### src/rtl/shader_loader.sv
// shader_loader: SPI mode-0 (MSB first) program loader feeding the shader
// instruction memory. SPI pins are synchronised into clk_i, bytes are
// assembled and each finished byte is pushed as a one-cycle shift+load strobe.
// Optional feature macro: SHADER_LOADER_READBACK_EN streams the old memory
// head word back out on spi_miso_o while the new program is written.
module shader_loader #(
    parameter int NUM_INSTR   = 8,
    parameter int SYNC_STAGES = 2
) (
    input  logic                         clk_i,
    input  logic                         rst_i,
    input  logic                         spi_sclk_i,
    input  logic                         spi_mosi_i,
    input  logic                         spi_cs_ni,
    output logic                         spi_miso_o,
    input  logic [7:0]                   mem_data_i,
    output logic                         shift_o,
    output logic                         load_o,
    output logic [7:0]                   instr_o,
    output logic                         busy_o,
    output logic [$clog2(NUM_INSTR)-1:0] word_cnt_o,
    output logic                         done_o,
    output logic                         err_o
);

    localparam int CW = $clog2(NUM_INSTR);

    typedef enum logic [1:0] {
        IDLE   = 2'd0,
        RECV   = 2'd1,
        COMMIT = 2'd2
    } state_t;

    // Synchroniser chains; the last stage is the clk_i-domain view of each pin.
    logic [SYNC_STAGES-1:0] sclk_sync_q, sclk_sync_d;
    logic [SYNC_STAGES-1:0] mosi_sync_q, mosi_sync_d;
    logic [SYNC_STAGES-1:0] cs_sync_q,   cs_sync_d;

    logic sclk_s, mosi_s, cs_s;

    // Previous synced levels and registered edge pulses. Registering the
    // edges adds one stage so the strobe lands SYNC_STAGES+2 cycles after
    // the raw edge is first sampled.
    logic sclk_prev_q, sclk_prev_d;
    logic cs_prev_q,   cs_prev_d;
    logic sclk_rise_q, sclk_rise_d;
    logic sclk_fall_q, sclk_fall_d;
    logic cs_rise_q,   cs_rise_d;
    logic cs_fall_q,   cs_fall_d;

    state_t          state_q, state_d;
    logic [2:0]      bit_cnt_q, bit_cnt_d;
    logic [CW-1:0]   word_cnt_q, word_cnt_d;
    logic [CW-1:0]   word_cnt_inc;
    logic [7:0]      sreg_q, sreg_d;
    logic            cs_seen_q, cs_seen_d;
    logic            shift_q, shift_d;
    logic [7:0]      instr_q, instr_d;
    logic            busy_q, busy_d;
    logic            done_q, done_d;
    logic            err_q, err_d;

    assign sclk_s = sclk_sync_q[SYNC_STAGES-1];
    assign mosi_s = mosi_sync_q[SYNC_STAGES-1];
    assign cs_s   = cs_sync_q[SYNC_STAGES-1];

    // Synchroniser shifting and edge detection against the prior synced level.
    always_comb begin
        sclk_sync_d = {sclk_sync_q[SYNC_STAGES-2:0], spi_sclk_i};
        mosi_sync_d = {mosi_sync_q[SYNC_STAGES-2:0], spi_mosi_i};
        cs_sync_d   = {cs_sync_q[SYNC_STAGES-2:0], spi_cs_ni};
        sclk_prev_d = sclk_s;
        cs_prev_d   = cs_s;
        sclk_rise_d = sclk_s & ~sclk_prev_q;
        sclk_fall_d = ~sclk_s & sclk_prev_q;
        cs_rise_d   = cs_s & ~cs_prev_q;
        cs_fall_d   = ~cs_s & cs_prev_q;
    end

    // Word counter increment wrapping at the memory depth.
    always_comb begin
        if (word_cnt_q == CW'(NUM_INSTR - 1)) begin
            word_cnt_inc = '0;
        end else begin
            word_cnt_inc = word_cnt_q + 1'b1;
        end
    end

    // Loader FSM: next state, datapath updates and strobe/status outputs.
    always_comb begin
        state_d    = state_q;
        bit_cnt_d  = bit_cnt_q;
        word_cnt_d = word_cnt_q;
        sreg_d     = sreg_q;
        cs_seen_d  = cs_seen_q;
        shift_d    = 1'b0;
        instr_d    = instr_q;
        done_d     = 1'b0;
        err_d      = err_q;

        case (state_q)
            IDLE: begin
                if (cs_fall_q) begin
                    state_d    = RECV;
                    bit_cnt_d  = '0;
                    word_cnt_d = '0;
                    sreg_d     = '0;
                    cs_seen_d  = 1'b0;
                    err_d      = 1'b0;
                end
            end
            RECV: begin
                if (sclk_rise_q && bit_cnt_q == 3'd7) begin
                    // Last bit of a byte: commit it even if cs rises now,
                    // remembering the cs rise for after the commit.
                    sreg_d    = {sreg_q[6:0], mosi_s};
                    bit_cnt_d = '0;
                    cs_seen_d = cs_rise_q;
                    state_d   = COMMIT;
                end else begin
                    if (sclk_rise_q) begin
                        sreg_d    = {sreg_q[6:0], mosi_s};
                        bit_cnt_d = bit_cnt_q + 3'd1;
                    end
                    if (cs_rise_q) begin
                        state_d = IDLE;
                        if (bit_cnt_d != 3'd0 || word_cnt_q != '0) begin
                            err_d = 1'b1;
                        end else begin
                            done_d = 1'b1;
                        end
                    end
                end
            end
            COMMIT: begin
                shift_d    = 1'b1;
                instr_d    = sreg_q;
                word_cnt_d = word_cnt_inc;
                cs_seen_d  = 1'b0;
                if (cs_seen_q || cs_rise_q) begin
                    state_d = IDLE;
                    if (word_cnt_inc != '0) begin
                        err_d = 1'b1;
                    end else begin
                        done_d = 1'b1;
                    end
                end else begin
                    state_d = RECV;
                end
            end
            default: begin
                state_d = IDLE;
            end
        endcase

        busy_d = (state_d != IDLE);
    end

    // Single register bank for synchronisers, edges, FSM and outputs.
    always_ff @(posedge clk_i) begin
        if (rst_i) begin
            sclk_sync_q <= '0;
            mosi_sync_q <= '0;
            cs_sync_q   <= '0;
            sclk_prev_q <= 1'b0;
            cs_prev_q   <= 1'b0;
            sclk_rise_q <= 1'b0;
            sclk_fall_q <= 1'b0;
            cs_rise_q   <= 1'b0;
            cs_fall_q   <= 1'b0;
            state_q     <= IDLE;
            bit_cnt_q   <= '0;
            word_cnt_q  <= '0;
            sreg_q      <= '0;
            cs_seen_q   <= 1'b0;
            shift_q     <= 1'b0;
            instr_q     <= '0;
            busy_q      <= 1'b0;
            done_q      <= 1'b0;
            err_q       <= 1'b0;
        end else begin
            sclk_sync_q <= sclk_sync_d;
            mosi_sync_q <= mosi_sync_d;
            cs_sync_q   <= cs_sync_d;
            sclk_prev_q <= sclk_prev_d;
            cs_prev_q   <= cs_prev_d;
            sclk_rise_q <= sclk_rise_d;
            sclk_fall_q <= sclk_fall_d;
            cs_rise_q   <= cs_rise_d;
            cs_fall_q   <= cs_fall_d;
            state_q     <= state_d;
            bit_cnt_q   <= bit_cnt_d;
            word_cnt_q  <= word_cnt_d;
            sreg_q      <= sreg_d;
            cs_seen_q   <= cs_seen_d;
            shift_q     <= shift_d;
            instr_q     <= instr_d;
            busy_q      <= busy_d;
            done_q      <= done_d;
            err_q       <= err_d;
        end
    end

    assign shift_o    = shift_q;
    assign load_o     = shift_q;
    assign instr_o    = instr_q;
    assign busy_o     = busy_q;
    assign word_cnt_o = word_cnt_q;
    assign done_o     = done_q;
    assign err_o      = err_q;

`ifdef SHADER_LOADER_READBACK_EN
    logic [7:0] rb_q, rb_d;

    // Readback register: reload from the memory head at transfer start and
    // at each commit, shift out MSB first on sclk falls within a byte. The
    // fall following the 8th rise is skipped (bit_cnt is back at 0) so the
    // freshly loaded word keeps its MSB for the next byte.
    always_comb begin
        rb_d = rb_q;
        if (state_q == IDLE && cs_fall_q) begin
            rb_d = mem_data_i;
        end else if (state_q == COMMIT) begin
            rb_d = mem_data_i;
        end else if (state_q == RECV && sclk_fall_q && bit_cnt_q != 3'd0) begin
            rb_d = {rb_q[6:0], 1'b0};
        end
    end

    // Readback register storage.
    always_ff @(posedge clk_i) begin
        if (rst_i) begin
            rb_q <= '0;
        end else begin
            rb_q <= rb_d;
        end
    end

    assign spi_miso_o = rb_q[7] & (state_q != IDLE);
`else
    logic rb_unused;

    assign rb_unused  = ^{mem_data_i, sclk_fall_q};
    assign spi_miso_o = 1'b0;
`endif

endmodule

### config.mk
export PLATFORM = sky130hd
export DESIGN_NAME = shader_loader
export DESIGN_NICKNAME = d
export VERILOG_FILES = /design/src/rtl/shader_loader.sv
export SDC_FILE = /design/constraint.sdc
export NUM_CORES = 1
export LEC_CHECK = 0
export ABC_CLOCK_PERIOD_IN_PS = 1650
export CORE_MARGIN = 4
export CORE_UTILIZATION = 48
export CTS_BUF_LIST = sky130_fd_sc_hd__clkbuf_4 sky130_fd_sc_hd__clkbuf_8
export CTS_CLUSTER_DIAMETER = 60
export DETAILED_ROUTE_END_ITERATION = 8
export PLACE_DENSITY = 0.85
export SLEW_MARGIN = 20
export SYNTH_ARGS = -nofsm -noshare
export SYNTH_HDL_FRONTEND = slang
export SYNTH_SLANG_ARGS = --single-unit
### constraint.sdc
create_clock -name clk_i -period 1.65 [get_ports clk_i]
set_input_delay 0.33 -clock clk_i [delete_from_list [all_inputs] [get_ports clk_i]]
set_output_delay 0.33 -clock clk_i [all_outputs]
set_load 0.005 [all_outputs]
==> impl_metrics.py, run 1 <==
metrics = {
    "status": {
        "outcome": "finished, violations left",
        "violations": "negative setup slack",
    },
    "floorplanning": {
        "die_w_um": 66.53,
        "rows": 20,
        "core_mm2": 0.003153,
        "pin_count": 30,
        "dieHeight_um": 66.53,
        "start_util": 0.5214,
        "die_area_mm2": 0.004426,
    },
    "global_route": {
        "antenna_found_initial": 0,
        "grt_usage": 0.1697,
        "grt_pass1_wl_um": 5713,
        "grt_max_degree": 39,
        "grt_overflow": 0,
        "grt_pass1_vias": 1266,
    },
    "timing": {
        "finalSetupViolCount": 1,
        "post-route-period-util": 1.024,
        "grt_setup_unrepaired": "yes",
        "fin_skew_ps": 13.92,
        "layout_setup_ws_ps": -40.04,
        "min_period_ps": 1690,
        "hold_violations": 0,
        "tns_ps": -40.04,
        "slew_viol_final": 0,
        "clock.fmax_ghz": 0.5917,
    },
    "final_layout": {
        "drive_above_1_share": 0.2040,
        "nets": 223,
        "syn_to_final_growth_pct": 29.07,
        "multi_input_area_um2": 804.5,
        "final-seq-area_um2": 812.0,
        "fillers": 272,
        "diodes": 0,
    },
    "critical_path": {
        "startpoint_type": "flip-flop",
        "end_kind": "flip-flop",
        "crit_type": "reg2reg",
        "worstPathArrival_ps": 1960,
        "reg2regPathDepth": 6,
        "crit_path_max_fanout": 2,
        "cp.required_ps": 1920,
        "rr_startpoint": "bit_cnt_q[0]",
        "ff2ff_setup_slack_ps": -40,
        "worstReg2RegEnd": "err_o",
    },
    "clock_tree": {
        "h-tree-depth": 2,
        "cts_max_path_buffers": 2,
        "clock_sinks": 40,
        "clk_latency_ps": 340,
        "clkTransAtPathRegs_ps": 120,
        "tritoncts": "done",
        "cts_buffers": 5,
        "clk_root_buffer_cell": "clkbuf_4",
    },
    "power": {
        "comb_power_share": 0.042,
        "vdd_drop_max_v": 0.0006919,
        "p_leak_nw": 0.7982,
        "p_per_area_mw_per_mm2": 820.7,
        "intPower_mw": 1.373,
        "p_switching_mw": 0.3689,
        "clockPowerShare": 0.396,
        "p_total_mw": 1.742,
        "p_seq_frac": 0.563,
        "swShare": 0.2118,
    },
    "yosys": {
        "syn_nets": 192,
        "synth_seq_area_share": 0.4871,
        "ys_warn_count": 0,
        "syn_area_mm2": 0.001644,
        "synthDistinctLibCells": 36,
        "synth-seq-cells": 40,
        "syn-instance-count": 169,
        "avgSynthCellArea_um2": 9.728,
    },
    "flow_run": {
        "cap_violations": 0,
    },
    "hold_path": {
        "whs_path_depth": 1,
        "hold_end": "sclk_rise_q",
        "hp-class": "reg2reg",
        "hp-start": "sclk_prev_q",
    },
    "drt": {
        "dr.pass1.iters": 4,
        "post_drt_wl_per_cell_um": 14.29,
        "first_iter_violations": 75,
        "route.detailed.drc": 0,
        "avgViaCountPerCell": 5.335,
        "finalWirelength_um": 3500,
        "ant_nets": 0,
        "vias": 1307,
    },
    "place": {
        "gp_congestion": 0.7727,
        "port_buffers": 20,
        "pre_cts_ws_ps": -107.5,
        "post-dp-hpwl_um": 2481,
    },
}
-- layout make-up --
type | instances | area share
sequential | 40 | 0.3827
inverter | 7 | 0.01238
clock buffer | 6 | 0.02417
clock inverter | 2 | 0.01828
timing repair buffer | 36 | 0.1574
multi-input combinational | 110 | 0.3791
tap | 44 | 0.02594
-- per-stage QoR --
stage	util	instance area (um^2)	std cells	hold WS, ps
final	0.6730	2122	245	390.9
after global routing	0.6730	2122	245	416.4
after CTS	0.6655	2098	245	389.7
after detailed placement	0.6337	1998	236	372.5
after global placement	0.6337	1998	236	371.9
after floorplan	-	1670	169	367.4
-- cells in the final DEF, fill, tap and decap left out, types with 8 or more instances in the layout --
cell type / n
nor2_1: 18
nor2b_1: 11
buf_4: 14
a21oi_1: 10
clkdlybuf4s50_1: 18
mux2i_1: 10
nand2_1: 10
nand4_1: 8
dfxtp_1: 33
-- synthesized netlist by cell type --
cell type / number / area share
a2111oi_2: 1 / 0.0091
a2111oi_4: 1 / 0.017
a211oi_1: 1 / 0.0046
a21boi_1: 1 / 0.0046
a21o_1: 1 / 0.0046
a21oi_1: 10 / 0.030
a222oi_1: 1 / 0.0061
a22oi_1: 2 / 0.0091
a311oi_1: 1 / 0.0053
a31oi_1: 1 / 0.0038
a32oi_1: 3 / 0.016
and4b_1: 1 / 0.0061
buf_1: 3 / 0.0068
buf_4: 2 / 0.0091
clkbuf_1: 7 / 0.016
conb_1: 1 / 0.0023
dfxtp_1: 40 / 0.49
ha_1: 10 / 0.076
inv_1: 7 / 0.016
mux2_2: 1 / 0.0068
mux2i_1: 10 / 0.061
nand2_1: 10 / 0.023
nand2b_1: 4 / 0.015
nand3_1: 1 / 0.0030
nand3b_1: 2 / 0.0091
nand4_1: 8 / 0.030
nor2_1: 18 / 0.041
nor2b_1: 11 / 0.042
nor3_1: 1 / 0.0030
nor3b_1: 1 / 0.0046
o211ai_1: 1 / 0.0046
o21ai_0: 3 / 0.0091
o21ai_1: 1 / 0.0030
or2_2: 1 / 0.0038
or3_1: 1 / 0.0038
or3_4: 1 / 0.0068
-- power groups by stage --
| stage | clock (mW) | combinational [mW] | sequential (mW) |
|---|---|---|---|
| 2_1_floorplan | 0 | 0.0415 | 1.00 |
| 3_3_place_gp | 0 | 0.0660 | 1.00 |
| 3_5_place_dp | 0 | 0.0679 | 1.00 |
| 4_1_cts | 0.695 | 0.0696 | 0.981 |
| 5_1_grt | 0.746 | 0.0781 | 0.982 |
| 6_report | 0.689 | 0.0723 | 0.980 |
-- state kept, by name, indices dropped and copies added (netlist names), 2 cells and up --
name,flops
word_cnt_o,3
bit_cnt_q,3
cs_sync_q,2
state_q,2
instr_o,8
mosi_sync_q,2
sclk_sync_q,2
sreg_q,8
-- cell families (layout without fill, tap and decap cells) --
group	after synthesis	after routing	share of synthesized area
buffers and inverters	19	51	0.04795
multiplexers	11	11	0.06773
AND/OR/NAND/NOR	60	60	0.1918
flip-flops	40	40	0.4871
adder cells (fa/ha/maj)	10	10	0.07610
other	1	1	0.002281
AO/OA/AOI/OAI	28	28	0.1271
-- worst max-delay path, cell delays in order, from the launching register on --
cell and delay [ps]:
dfxtp_2 350, ha_4 160, ha_4 250, nand3b_1 150
a2111oi_4 100, a2111oi_2 390, mux2i_1 220
-- repair_timing --
action / CTS / global route
setup buffers: 1 / 0
pin swaps: 3 / 4
gates resized for setup: 6 / 9
setup endpoints to repair: 6 / 19
hold buffers: 0 / 0
-- worst max path at each step --
stage / startpoint / to / slack [ps] / depth (start not counted)
floorplan: bit_cnt_q[0] / err_o / -10 / 6
detailed placement: bit_cnt_q[1] / err_o / -110 / 6
global placement: bit_cnt_q[1] / err_o / -40 / 6
global route: word_cnt_o[0] / err_o / -100 / 6
CTS: bit_cnt_q[0] / err_o / -50 / 6
finish: bit_cnt_q[0] / err_o / -40 / 6
-- layer usage --
metal | global-route usage | share of wire | vias up
met1 | 0.2061 | 0.44 | 612
li1 | - | - | 644
met5 | 0 | 0 | -
met4 | 0.05330 | 0.011 | 0
met2 | 0.2937 | 0.50 | 43
met3 | 0.04047 | 0.044 | 8
Power figures use the tool's default switching activity.
==> run 2, diff against run 1 <==
--- a/config.mk
+++ b/config.mk
@@ -6,13 +6,13 @@
 export NUM_CORES = 1
 export LEC_CHECK = 0
 export ABC_CLOCK_PERIOD_IN_PS = 1650
-export CORE_MARGIN = 4
+export CORE_MARGIN = 1
 export CORE_UTILIZATION = 48
 export CTS_BUF_LIST = sky130_fd_sc_hd__clkbuf_4 sky130_fd_sc_hd__clkbuf_8
 export CTS_CLUSTER_DIAMETER = 60
 export DETAILED_ROUTE_END_ITERATION = 8
 export PLACE_DENSITY = 0.85
-export SLEW_MARGIN = 20
+export SLEW_MARGIN = 5
 export SYNTH_ARGS = -nofsm -noshare
 export SYNTH_HDL_FRONTEND = slang
 export SYNTH_SLANG_ARGS = --single-unit
==> run 2 against run 1 <==
Against the previous run:
- the run still ends with negative setup slack left
- worst setup slack better by 6.6 ps
- total power is 1.7% lower
- maximum frequency is 0.39% higher
- wire length is 9.9% lower
- register-to-register slack hardly changed
- critical path depth stayed put
- final area is 0.88% higher
- sequential power hardly changed
- sequential share of layout area is 0.39 points lower
- final cell count is 0.41% higher
- global-route usage is 2.5 points higher
==> impl_metrics.py, run 2 (synthesis results as in run 1) <==
metrics = {
    "timing": {
        "grt_setup_unrepaired": "yes",
        "min_period_ps": 1683,
        "slew_viol_final": 0,
        "hold_violations": 0,
        "clock.fmax_ghz": 0.5940,
        "fin_skew_ps": 8.144,
        "finalSetupViolCount": 2,
        "layout_setup_ws_ps": -33.41,
        "fin_hold_ws_ps": 390.5,
        "post-route-period-util": 1.020,
    },
    "critical_path": {
        "crit_type": "reg2reg",
        "worstPathCellList": "ha_4 > ha_4 > nand3b_1 > a2111oi_4 > a2111oi_2 > mux2i_1",
        "crit_path_max_fanout": 2,
        "startpoint_type": "flip-flop",
        "max_stage_delay_ps": 360,
        "cp.required_ps": 1890,
        "end_kind": "flip-flop",
        "worstPathArrival_ps": 1930,
        "timing.critical_path.mode_cell": "ha_4",
        "crit_slowest_cell": "a2111oi_4",
    },
    "floorplanning": {
        "pin_count": 30,
        "die_w_um": 60.53,
        "dieHeight_um": 60.53,
        "die_area_mm2": 0.003663,
        "core_mm2": 0.003153,
        "rows": 20,
        "start_util": 0.5214,
    },
    "clock_tree": {
        "tritoncts": "done",
        "cts_max_path_buffers": 2,
        "clk_root_buffer_cell": "clkbuf_4",
        "cts_hold_buf": 0,
        "clkTransAtPathRegs_ps": 120,
        "clk_latency_ps": 360,
        "h-tree-depth": 2,
        "clock_sinks": 40,
        "cts_buffers": 5,
    },
    "global_route": {
        "antenna_found_initial": 0,
        "grt_pass1_vias": 1202,
        "grt_pass1_wl_um": 5188,
        "grt_usage": 0.1944,
        "grt_max_degree": 39,
        "grt_overflow": 0,
    },
    "power": {
        "p_leak_nw": 0.8041,
        "p_per_area_mw_per_mm2": 799.8,
        "vdd_drop_max_v": 0.0007037,
        "p_total_mw": 1.712,
    },
    "drt": {
        "route.detailed.drc": 0,
        "dr.pass1.iters": 4,
        "ant_nets": 0,
        "avgViaCountPerCell": 5.130,
        "post_drt_wl_per_cell_um": 12.83,
        "routed.top_layer": "met4",
        "finalWirelength_um": 3155,
        "vias": 1262,
        "wl_met3_um": 109,
        "wl_met2_um": 1603,
        "wl_met1_um": 1399,
        "first_iter_violations": 66,
    },
    "final_layout": {
        "instances_no_fill": 246,
        "diodes": 0,
        "layout_commonest_cell": "dfxtp_1",
        "syn_to_final_growth_pct": 30.21,
        "drive_above_1_share": 0.2129,
        "finalInstanceArea_mm2": 0.002141,
        "final_cell_mix": "dfxtp_1, nor2_1, clkdlybuf4s50_1",
        "nets": 224,
    },
    "hold_path": {
        "hp-class": "reg2reg",
    },
    "place": {
        "numPlacedInstances": 236,
        "postPlaceCellArea_mm2": 0.001998,
        "post-dp-hpwl_um": 2171,
        "port_buffers": 20,
        "gp_congestion": 0.9591,
    },
    "status": {
        "violations": "negative setup slack",
        "outcome": "finished, violations left",
    },
    "flow_run": {
        "cap_violations": 0,
    },
}
[run 2: cell count changes in the layout (fill, tap and decap cells not counted)]
cell / previous run / this run
a21oi_1: 10 / 9
a21oi_2: 0 / 1
buf_4: 14 / 16
buf_6: 1 / 0
clkbuf_8: 1 / 0
clkinv_4: 1 / 2
dfxtp_1: 33 / 34
dfxtp_2: 6 / 5
ha_2: 1 / 0
ha_4: 3 / 4
nand2b_1: 4 / 3
nand2b_4: 0 / 1
o21ai_0: 2 / 3
o21ai_1: 2 / 1
[run 2: final timing paths]
check,startpoint,endpoint,slack [ps],depth (start not counted)
hold / removal,sclk_prev_q,sclk_rise_q,390,1
setup / recovery,bit_cnt_q[0],err_o,-30,6
hold reg to reg,sclk_prev_q,sclk_rise_q,390,1
setup reg to reg,bit_cnt_q[0],err_o,-30,6
[run 2: repair_timing]
action	in CTS	in global routing
pin swaps	3	4
endpoints found under the setup margin	14	19
resized for setup	6	9
setup buffers	1	1
[run 2: stage by stage]
step / TNS, ps / utilization / setup slack (ps)
5_1_grt: -267.6 / 0.6790 / -105.5
3_5_place_dp: -250.5 / 0.6337 / -82.21
3_3_place_gp: -44.82 / 0.6337 / -44.82
6_report: -65.67 / 0.6790 / -33.41
2_1_floorplan: -10.48 / - / -10.48
4_1_cts: -93.87 / 0.6643 / -57.41
[run 2: report_power, final]
| part | internal (mW) | total [mW] | switching (mW) |
|---|---|---|---|
| clock network | 0.324 | 0.659 | 0.336 |
| logic | 0.0361 | 0.0728 | 0.0367 |
| registers | 0.975 | 0.980 | 0.00541 |
[run 2: per-layer routing]
layer	up-vias	global-route usage
li1	647	-
met1	585	0.2241
met2	24	0.3312
met3	6	0.07036
met4	0	0.07143
met5	-	0
[run 2: layout make-up]
class	count	area, um^2
Fill cell	261	1012
Clock buffer	5	37.54
Clock inverter	3	47.55
Sequential cell	40	810.8
Tap cell	44	55.05
Timing Repair Buffer	37	337.8
Inverter	7	26.28
Multi-Input combinational cell	110	825.8
[run 2: critical path: cells and delay by family, from the launching register on]
kind / cells / cell delay (ps)
DFF: 1 / 350
adders and majority gates: 2 / 390
muxes: 1 / 130
AOI/OAI and AO/OA: 2 / 490
and+or+nand+nor: 1 / 200
